==> config.mk <==
export PLATFORM = sky130hd
export DESIGN_NAME = spiker_run_ctrl_flat
export DESIGN_NICKNAME = d
export VERILOG_FILES = /design/src/rtl/spiker_run_ctrl_if.sv /design/src/rtl/spiker_run_ctrl.sv /design/src/flat_wrapper.sv
export SDC_FILE = /design/constraint.sdc
export NUM_CORES = 1
export LEC_CHECK = 0
export BUFFER_PORTS_ARGS = -buffer_cell sky130_fd_sc_hd__buf_4
export CORE_MARGIN = 10
export CORE_UTILIZATION = 50
export CTS_CLUSTER_DIAMETER = 200
export DETAILED_ROUTE_END_ITERATION = 10
export GPL_ROUTABILITY_DRIVEN = 1
export PLACE_DENSITY_LB_ADDON = 0.08
export SLEW_MARGIN = 20
export SYNTH_ARGS = -nofsm -noshare
export SYNTH_HDL_FRONTEND = slang
export SYNTH_SLANG_ARGS = --single-unit
==> constraint.sdc <==
create_clock -name clk_i -period 2.03 [get_ports clk_i]
set_clock_uncertainty 0.15 [all_clocks]
set_input_delay 0.3045 -clock clk_i [delete_from_list [all_inputs] [get_ports clk_i]]
set_output_delay 0.3045 -clock clk_i [all_outputs]
set_load 0.05 [all_outputs]
==> src/rtl/spiker_run_ctrl_if.sv <==
// Core timestep handshake and output-capture strobe
// between the run sequencer and the spiker core.
interface spiker_run_ctrl_if;
  logic core_start;
  logic core_done;
  logic sample;

  modport master (
    output core_start,
    output sample,
    input  core_done
  );

  modport slave (
    input  core_start,
    input  sample,
    output core_done
  );
endinterface

==> src/rtl/spiker_run_ctrl.sv <==
// Run sequencer: launches N timesteps on the spiker core,
// guards each with a watchdog, then samples and reports.
module spiker_run_ctrl #(
  parameter int unsigned N_STEP_W = 8,
  parameter int unsigned TO_W     = 16
) (
  input  logic                clk_i,
  input  logic                rst_i,
  input  logic                start_i,
  input  logic                abort_i,
  input  logic [N_STEP_W-1:0] n_steps_i,
  input  logic [TO_W-1:0]     timeout_i,
  spiker_run_ctrl_if.master   core,
  output logic                busy_o,
  output logic                done_o,
  output logic                error_o,
  output logic                irq_o,
  output logic [N_STEP_W-1:0] step_cnt_o
);

  localparam logic [2:0] S_IDLE   = 3'd0;
  localparam logic [2:0] S_LAUNCH = 3'd1;
  localparam logic [2:0] S_WAIT   = 3'd2;
  localparam logic [2:0] S_SAMPLE = 3'd3;
  localparam logic [2:0] S_FINISH = 3'd4;

  logic [2:0]          state_q;
  logic [2:0]          state_d;
  logic [N_STEP_W-1:0] n_q;
  logic [N_STEP_W-1:0] cnt_q;
  logic [N_STEP_W-1:0] cnt_inc;
  logic [TO_W-1:0]     to_q;
  logic [TO_W-1:0]     wd_q;
  logic                done_q;
  logic                err_q;
  logic                irq_q;

  logic in_idle;
  logic in_wait;
  logic accept;
  logic wd_en;
  logic wd_exp;
  logic step_fire;
  logic to_fire;
  logic fin_set;
  logic last_step;

  assign in_idle   = (state_q == S_IDLE);
  assign in_wait   = (state_q == S_WAIT);
  assign accept    = in_idle && start_i
                   && (n_steps_i != '0);
  assign wd_en     = (to_q != '0);
  assign wd_exp    = wd_en && (wd_q == TO_W'(1));
  assign cnt_inc   = cnt_q + 1'b1;
  assign last_step = (cnt_inc == n_q);

  // abort outranks both the done pulse and the watchdog
  assign step_fire = in_wait && core.core_done
                   && !abort_i;
  assign to_fire   = in_wait && !core.core_done
                   && wd_exp && !abort_i;
  assign fin_set   = (state_q == S_SAMPLE)
                   && !abort_i;

  always_comb begin
    state_d = state_q;
    unique case (state_q)
      S_IDLE: begin
        if (accept) state_d = S_LAUNCH;
      end
      S_LAUNCH: begin
        state_d = S_WAIT;
      end
      S_WAIT: begin
        if (core.core_done) begin
          state_d = last_step ? S_SAMPLE
                              : S_LAUNCH;
        end else if (wd_exp) begin
          state_d = S_IDLE;
        end
      end
      S_SAMPLE: begin
        state_d = S_FINISH;
      end
      S_FINISH: begin
        state_d = S_IDLE;
      end
      default: begin
        state_d = S_IDLE;
      end
    endcase
    if (abort_i && !in_idle) state_d = S_IDLE;
  end

  always_ff @(posedge clk_i) begin
    if (rst_i) begin
      state_q <= S_IDLE;
      n_q     <= '0;
      to_q    <= '0;
      wd_q    <= '0;
      cnt_q   <= '0;
      done_q  <= 1'b0;
      err_q   <= 1'b0;
      irq_q   <= 1'b0;
    end else begin
      state_q <= state_d;
      irq_q   <= fin_set || to_fire;
      if (accept) begin
        n_q    <= n_steps_i;
        to_q   <= timeout_i;
        cnt_q  <= '0;
        done_q <= 1'b0;
        err_q  <= 1'b0;
      end
      if (state_q == S_LAUNCH) begin
        wd_q <= to_q;
      end else if (in_wait && wd_en
                   && !core.core_done) begin
        wd_q <= wd_q - 1'b1;
      end
      if (step_fire) cnt_q  <= cnt_inc;
      if (to_fire)   err_q  <= 1'b1;
      if (fin_set)   done_q <= 1'b1;
    end
  end

  assign core.core_start = (state_q == S_LAUNCH)
                         && !abort_i;
  assign core.sample     = (state_q == S_SAMPLE)
                         && !abort_i;
  assign busy_o          = !in_idle;
  assign done_o          = done_q;
  assign error_o         = err_q;
  assign irq_o           = irq_q;
  assign step_cnt_o      = cnt_q;

endmodule

==> src/flat_wrapper.sv <==
// flat-port wrapper written by rule: the top's interface ports become plain ports
module spiker_run_ctrl_flat 
#(
  parameter int unsigned N_STEP_W = 8,
  parameter int unsigned TO_W     = 16
)
  (clk_i, rst_i, start_i, abort_i, n_steps_i, timeout_i, busy_o, done_o, error_o, irq_o, step_cnt_o, core_core_start, core_sample, core_core_done);
  spiker_run_ctrl_if core_i ();
  input  logic clk_i;
  input  logic rst_i;
  input  logic start_i;
  input  logic abort_i;
  input  logic [N_STEP_W-1:0] n_steps_i;
  input  logic [TO_W-1:0] timeout_i;
  output logic busy_o;
  output logic done_o;
  output logic error_o;
  output logic irq_o;
  output logic [N_STEP_W-1:0] step_cnt_o;
  output wire logic [$bits(core_i.core_start)-1:0] core_core_start;
  output wire logic [$bits(core_i.sample)-1:0] core_sample;
  input wire logic [$bits(core_i.core_done)-1:0] core_core_done;
  assign core_core_start = core_i.core_start;
  assign core_sample = core_i.sample;
  assign core_i.core_done = core_core_done;
  spiker_run_ctrl #(.N_STEP_W(N_STEP_W), .TO_W(TO_W)) u_core (.clk_i(clk_i), .rst_i(rst_i), .start_i(start_i), .abort_i(abort_i), .n_steps_i(n_steps_i), .timeout_i(timeout_i), .core(core_i), .busy_o(busy_o), .done_o(done_o), .error_o(error_o), .irq_o(irq_o), .step_cnt_o(step_cnt_o));
endmodule
==> summary.md, run 1 <==
| Metric | Value |
|---|---|
| Critical path launch point type | flip-flop |
| Leakage power | 1.30 nW |
| Yosys top cell area share | 0.409 |
| Avg Inst Size Synth | 7.87 sq um |
| YS warnings | 0 |
| Drc violations | 0 |
| Arr. time, crit path | 2080 ps |
| Slew HR | 0.604 |
| Share of cells above drive strength 1 | 0.289 |
| Initial antenna violation count | 0 |
| Max-cap violations | 0 |
| Total grt overflow | 0 |
| Nets | 426 |
| CORE AREA | 0.00511 sq mm |
| Maximum clock rate | 0.506 GHz |
| Synthesized instance count | 336 |
| Worst-Skew Late Latency | 310 ps |
| Minimum clock period | 1980 ps |
| WP data required | 2130 ps |
| CP max-delay cell | or4_1 |
| Hpwl dp | 5.49 mm |
| CP Class | flip-flop to flip-flop |
| Area leader, netlist | dfxtp_1 |
| Post-synthesis register bit count | 54 |
| PD cells | 713 mW/mm^2 |
| Initial DRT Pass Iterations | 4 |
| TritonCTS clock tree | built |
| Top_reg_cell synth | dfxtp_1 |
| Die Width | 92.7 um |
| Synth-to-Final Area Change | 29.0% |
| CTS root buffer | clkbuf_8 |
| Cell Area, Synth | 0.00264 sq mm |
| Detail Route Antenna Nets | 0 |
| Number of enable flip-flop cells after synthesis | 0 |
| Area contributors post-synth | dfxtp_1 41%, nand2_1 8.9%, a21oi_1 8.9%, nor2_1 2.8%, or3_1 2.8% |
| Hold_ws | 80.1 ps |
| Crit-path max cell delay | 400 ps |
| DP Worst Slack | -43.7 ps |
| IR drop worst, VDD | 0.434 mV |
| CTS HTree Levels | 2 |
| First-pass GRT wire length | 12.5 mm |
| Final Wtd Congestion | 0.903 |
| Post-layout util | 0.668 |
| Worst-margin pin slew | 588 ps |
| Die area | 0.00860 sq mm |
| Vias post-DR | 2,706 |
| Top Family by Delay on Critical Path | simple AND/OR/NAND/NOR gates |
| Largest net degree at the start of global routing | 52 |
| CTS Buffer Depth | 2 |
| CTS Buf Count | 5 |
| Port bufs | 42 |
| Worst Path Max Fanout | 7 |
| Starting Density | 0.518 |
| Fin crit share | 0.974 |
| Asr flop ratio synth | 0 |
| Post-route cell area | 0.00341 sq mm |
| Clock sinks | 54 |
| Final Max Tran Viols | 0 |
| Final Power | 0.00243 W |
| Detailed-route wire length | 7.61 mm |
| Placed Area | 0.00320 sq mm |
| Setup Viol. Count Final | 0 |
| Hold Path Class | input pin to flip-flop |
| Vias in the first global route | 2,547 |
| Critical path cell sequence | or3_4 > a21o_1 > or4_1 > a2111o_1 > o21ai_1 |
| Routed len/inst | 16.4 um |
| CP Capture Type | flip-flop |
| Reg clk slew, reported paths | 100 ps |
| Final worst setup slack | 51.9 ps |
| GRT Total Usage | 0.179 |
| Vias per inst | 5.82 |
| Final hold violation count | 0 |
| Diode count | 0 |
| Row Count | 26 |
| WP buf/inv | 0 |
| RSZ-0062 raised after global routing | true |
| Syn Nets | 368 |
| IO Pins | 43 |
| Yosys cell types | 48 |
| Drt initial violations | 179 |
| Outcome | finished, final reports clean |
| Die height | 92.7 um |
| Sequential area share after synthesis | 0.409 |
sequential cells by signal, indices dropped and copies added, names as in the netlist:
signal / flops
u_core.to_q: 16
u_core.state_q: 3
u_core.wd_q: 16
u_core.step_cnt_o: 8
u_core.error_o: 1
u_core.done_o: 1
u_core.n_q: 8
u_core.irq_o: 1
logic make-up after synthesis:
logic type	Yosys count	share of synthesized area
XOR/XNOR	9	0.0298
AO/OA/AOI/OAI	96	0.223
flip-flops	54	0.409
adder cells (fa/ha/maj)	3	0.0142
AND/OR/NAND/NOR	145	0.279
buffers and inverters	28	0.0407
multiplexers	1	0.00426
report_power, final:
group | internal [W] | leakage, nW | switching [W]
logic | 0.000283 | 0.804 | 0.000314
registers | 0.00112 | 0.445 | 0.0000700
clock network | 0.000275 | 0.0472 | 0.000367
total | 0.00168 | 1.30 | 0.000751
path summary, 6_finish.rpt:
| kind | start | end | slack, ps | cells past startpoint |
|---|---|---|---|---|
| worst min-delay path | timeout_i[8] | u_core.to_q[8] | 80 | 3 |
| worst max-delay path | u_core.state_q[1] | u_core.state_q[1] | 50 | 5 |
| worst min register to register | u_core.error_o | u_core.error_o | 310 | 2 |
| worst max register to register | u_core.state_q[1] | u_core.state_q[1] | 50 | 5 |
metal layers:
metal  track usage  part of all wire  vias up
met5             0                 0        -
met1         0.234              0.44     1279
met2         0.276              0.46       84
met3        0.0525             0.085       12
met4        0.0553             0.015        0
li1              -                 -     1331
worst min-delay path: cells and delay by family:
| family | cells | cell delay [ps] |
|---|---|---|
| AOI/OAI and AO/OA | 1 | 50 |
| buffers and inverters | 1 | 110 |
| and+or+nand+nor | 1 | 50 |
per-stage QoR:
step                      setup TNS [ps]  std cells
final                                  0        465
after floorplan                    -45.9        336
after CTS                              0        463
after detailed placement           -99.1        454
after global routing                -150        465
after global placement                 0        454
synth_stat cells (6+ instances only):
| library cell | number |
|---|---|
| dfxtp_1 | 54 |
| xnor2_1 | 6 |
| or3_1 | 12 |
| nor3_1 | 6 |
| o21ai_0 | 12 |
| clkbuf_1 | 19 |
| nor4_1 | 7 |
| inv_1 | 6 |
| nor2_1 | 20 |
| nand2_1 | 63 |
| a21oi_1 | 47 |
| nand4_1 | 6 |
| a31oi_1 | 6 |
area by class of cell:
cell class / count / area (sq um)
clock buffers: 6 / 82.6
clock inverters: 2 / 12.5
fillers: 454 / 1700
inverters: 6 / 22.5
multi-input cells: 254 / 1560
flip-flops and latches: 54 / 1100
well taps: 70 / 87.6
repair buffers: 73 / 548
placed cells by master, fill, tap and decap left out, types with 2 or more instances in the layout:
master     netlist  routed
or2_2            2       2
and2_1           4       4
a21oi_1         47      47
nand4_1          6       6
o21ai_0         12      12
or3_1           12      10
and4_1           3       3
nand3b_1         2       2
a211oi_1         5       4
dfxtp_2          0       6
nor4_1           7       2
nor3b_1          2       2
a2bb2oi_1        2       2
clkbuf_8         0       6
xor2_1           3       3
dfxtp_1         54      46
o31ai_1          2       2
inv_1            6       6
nor2_4           0       2
a311oi_1         2       2
nor4_2           0       4
a31oi_1          6       6
or3_4            1       3
dfxtp_4          0       2
o211ai_1         3       3
o311ai_0         5       4
buf_4            0      73
nand2_1         63      63
nor2_1          20      17
a32oi_1          3       3
nor3_1           6       4
nand3_1          5       4
nor2b_1          2       2
xnor2_1          6       6
or4_1            5       4
ha_1             3       3
what timing repair did:
action	CTS	global route
hold buffers	0	0
endpoints found under the setup margin	9	18
resized for setup	1	21
endpoints found under the hold margin	0	0
buffers inserted	1	2
pin swaps	1	4
(Power assumes the default switching activity.)
==> inputs of run 2 (changes only) <==
Settings changed: PLACE_DENSITY from default to 0.75, PLACE_DENSITY_LB_ADDON 0.08 to default.
==> summary.md, run 2 (same netlist as run 1, synthesis figures left out) <==
| Metric | Value |
|---|---|
| Vias in the first global route | 2,605 (+2.3%) |
| Sw Share | 0.309 (about the same) |
| First-pass GRT wire length | 12.3 mm (-1.9%) |
| Row Count | 26 (unchanged) |
| CP max-delay cell | or4_1 |
| Sequential standard cell area | 0.00110 sq mm (+0.11%) |
| Drc violations | 0 (unchanged) |
| Initial DRT Pass Iterations | 4 (unchanged) |
| Starting Density | 0.518 (unchanged) |
| Drt initial violations | 201 (+12%) |
| Die height | 92.7 um (unchanged) |
| Hold Path Class | input pin to flip-flop |
| # fillers | 443 (-2.4%) |
| Met2 Use GR | 0.274 (-0.00294) |
| Critical path launch point type | flip-flop |
| Busiest layer in global routing | met2 |
| Port bufs | 42 (unchanged) |
| TritonCTS clock tree | built |
| Final worst setup slack | 36.1 ps (-15.8 ps) |
| IO Pins | 43 (unchanged) |
| Vias post-DR | 2,659 (-1.7%) |
| Outcome | finished, final reports clean |
| Clock sinks | 54 (unchanged) |
| Arr. time, crit path | 2080 ps (about the same) |
| Die area | 0.00860 sq mm (unchanged) |
| Final Max Tran Viols | 0 (unchanged) |
| Met1 usage | 0.218 (-0.0163) |
| Critical path cell sequence | or3_4 > a21o_1 > or4_1 > a2111o_1 > o21ai_1 |
| Diode count | 0 (unchanged) |
| Final Wtd Congestion | 0.843 (-6.7%) |
| CTS Hold Bufs | 0 (unchanged) |
| Vias per inst | 5.72 (-1.7%) |
| Nets | 426 (unchanged) |
| Slew HR | 0.634 (+0.0295) |
| Worst Path Max Fanout | 5 (-2) |
| WP data required | 2120 ps (about the same) |
| Pint | 0.00169 W (+0.21%) |
| Detail Route Antenna Nets | 0 (unchanged) |
| Worst R2R Path Depth | 5 (unchanged) |
| Highest-count cells in the layout ignoring fill and taps | 72 x buf_4, 63 x nand2_1, 47 x dfxtp_1 |
| Total grt overflow | 0 (unchanged) |
| CTS Buffer Depth | 2 (unchanged) |
| PD cells | 715 mW/mm^2 (+0.24%) |
| Met3 usage | 0.0573 (+0.00484) |
| RSZ-0062 raised after global routing | true |
| Detailed-route wire length | 7.47 mm (-1.9%) |
| Fin crit share | 0.982 (+0.00777) |
| Die Width | 92.7 um (unchanged) |
| CTS root buffer | clkbuf_8 |
| Hold path cells | 3 (unchanged) |
| Worst-margin pin slew | 549 ps (-38.9 ps) |
| Combinational cell fraction of total power | 0.246 (about the same) |
| Worst-Skew Late Latency | 310 ps (about the same) |
| Final cell count without fillers | 465 (unchanged) |
| Max-cap violations | 0 (unchanged) |
| Hold_ws | 78.7 ps (-1.36 ps) |
| Most common cell after layout, fill and taps aside | buf_4 |
| DP Worst Slack | -19.9 ps (+23.9 ps) |
| Switch Pwr | 0.000753 W (+0.33%) |
| Initial antenna violation count | 0 (unchanged) |
| Setup Viol. Count Final | 0 (unchanged) |
| Final hold violation count | 0 (unchanged) |
| Multi-input logic area | 0.00155 sq mm (-0.56%) |
| Dpl cells | 454 (unchanged) |
| CP Capture Type | flip-flop |
| Share of cells above drive strength 1 | 0.289 (unchanged) |
| Hpwl dp | 5.35 mm (-2.6%) |
| CTS Buf Count | 5 (unchanged) |
| Synth-to-Final Area Change | 29.0% (unchanged) |
| Routed len/inst | 16.1 um (-1.9%) |
| CP Class | flip-flop to flip-flop |
| Crit-path max cell delay | 400 ps (about the same) |
| Minimum clock period | 1990 ps (+15.8 ps) |
| Seq pwr share | 0.487 (-0.004) |
| CORE AREA | 0.00511 sq mm (unchanged) |
| Largest net degree at the start of global routing | 52 (unchanged) |
| IR drop worst, VDD | 0.390 mV (-10%) |
| Final Power | 0.00244 W (+0.24%) |
| Leakage power | 1.29 nW (-0.12%) |
| CTS HTree Levels | 2 (unchanged) |
| Fin Setup TNS | 0 ps (unchanged) |
| Reg clk slew, reported paths | 100 ps (about the same) |
| Largest regs | u_core.to_q: 16 flops, u_core.wd_q: 16 flops |
| Maximum clock rate | 0.502 GHz (-0.79%) |
| Clk pwr share | 0.267 (+0.003) |
| GRT Total Usage | 0.172 (-0.00626) |
run 2: timing repair:
| action | 4_1_cts | 5_1_grt |
|---|---|---|
| gates resized for setup | 3 | 22 |
| cloned | 0 | 0 |
| pin swaps | 1 | 4 |
| setup endpoints to repair | 4 | 17 |
| buffers inserted | 2 | 1 |
run 2: path summary, 6_finish.rpt:
check / from / endpoint / slack (ps)
worst max-delay path: u_core.state_q[1] / u_core.state_q[1] / 40
worst min-delay path: timeout_i[9] / u_core.to_q[9] / 80
worst max register to register: u_core.state_q[1] / u_core.state_q[1] / 40
worst min register to register: u_core.error_o / u_core.error_o / 330
run 2: power by group through the flow:
stage          registers [W]  logic (W)  clock network, W
6_report             0.00119   0.000600          0.000650
5_1_grt              0.00120   0.000658          0.000696
4_1_cts              0.00118   0.000546          0.000668
3_5_place_dp         0.00120   0.000534                 0
3_3_place_gp         0.00120   0.000526                 0
2_1_floorplan        0.00119   0.000315                 0
run 2: metrics by stage:
stage / util / instance area [sq um]
after floorplan: - / 2660
after CTS: 0.650 / 3320
after detailed placement: 0.626 / 3200
final: 0.668 / 3410
after global placement: 0.626 / 3200
after global routing: 0.668 / 3410
run 2: final cells by class:
cell class | count | area share
tap | 70 | 0.0257
clock buffer | 6 | 0.0242
multi-input combinational | 254 | 0.455
clock inverter | 2 | 0.00477
inverter | 6 | 0.00660
timing repair buffer | 73 | 0.162
sequential | 54 | 0.322
run 2: worst max-delay path, delay by kind of cell, from the launching register on:
kind             cells  cell delay, ps
AO/OA/AOI/OAI        3             610
AND/OR/NAND/NOR      2             790
flip-flops           1             370
run 2: per-layer routing:
metal | routed length [um] | vias to the layer above
met5 | 0 | -
met4 | 111 | 0
met3 | 536 | 11
met2 | 3380 | 75
met1 | 3440 | 1237
li1 | - | 1336
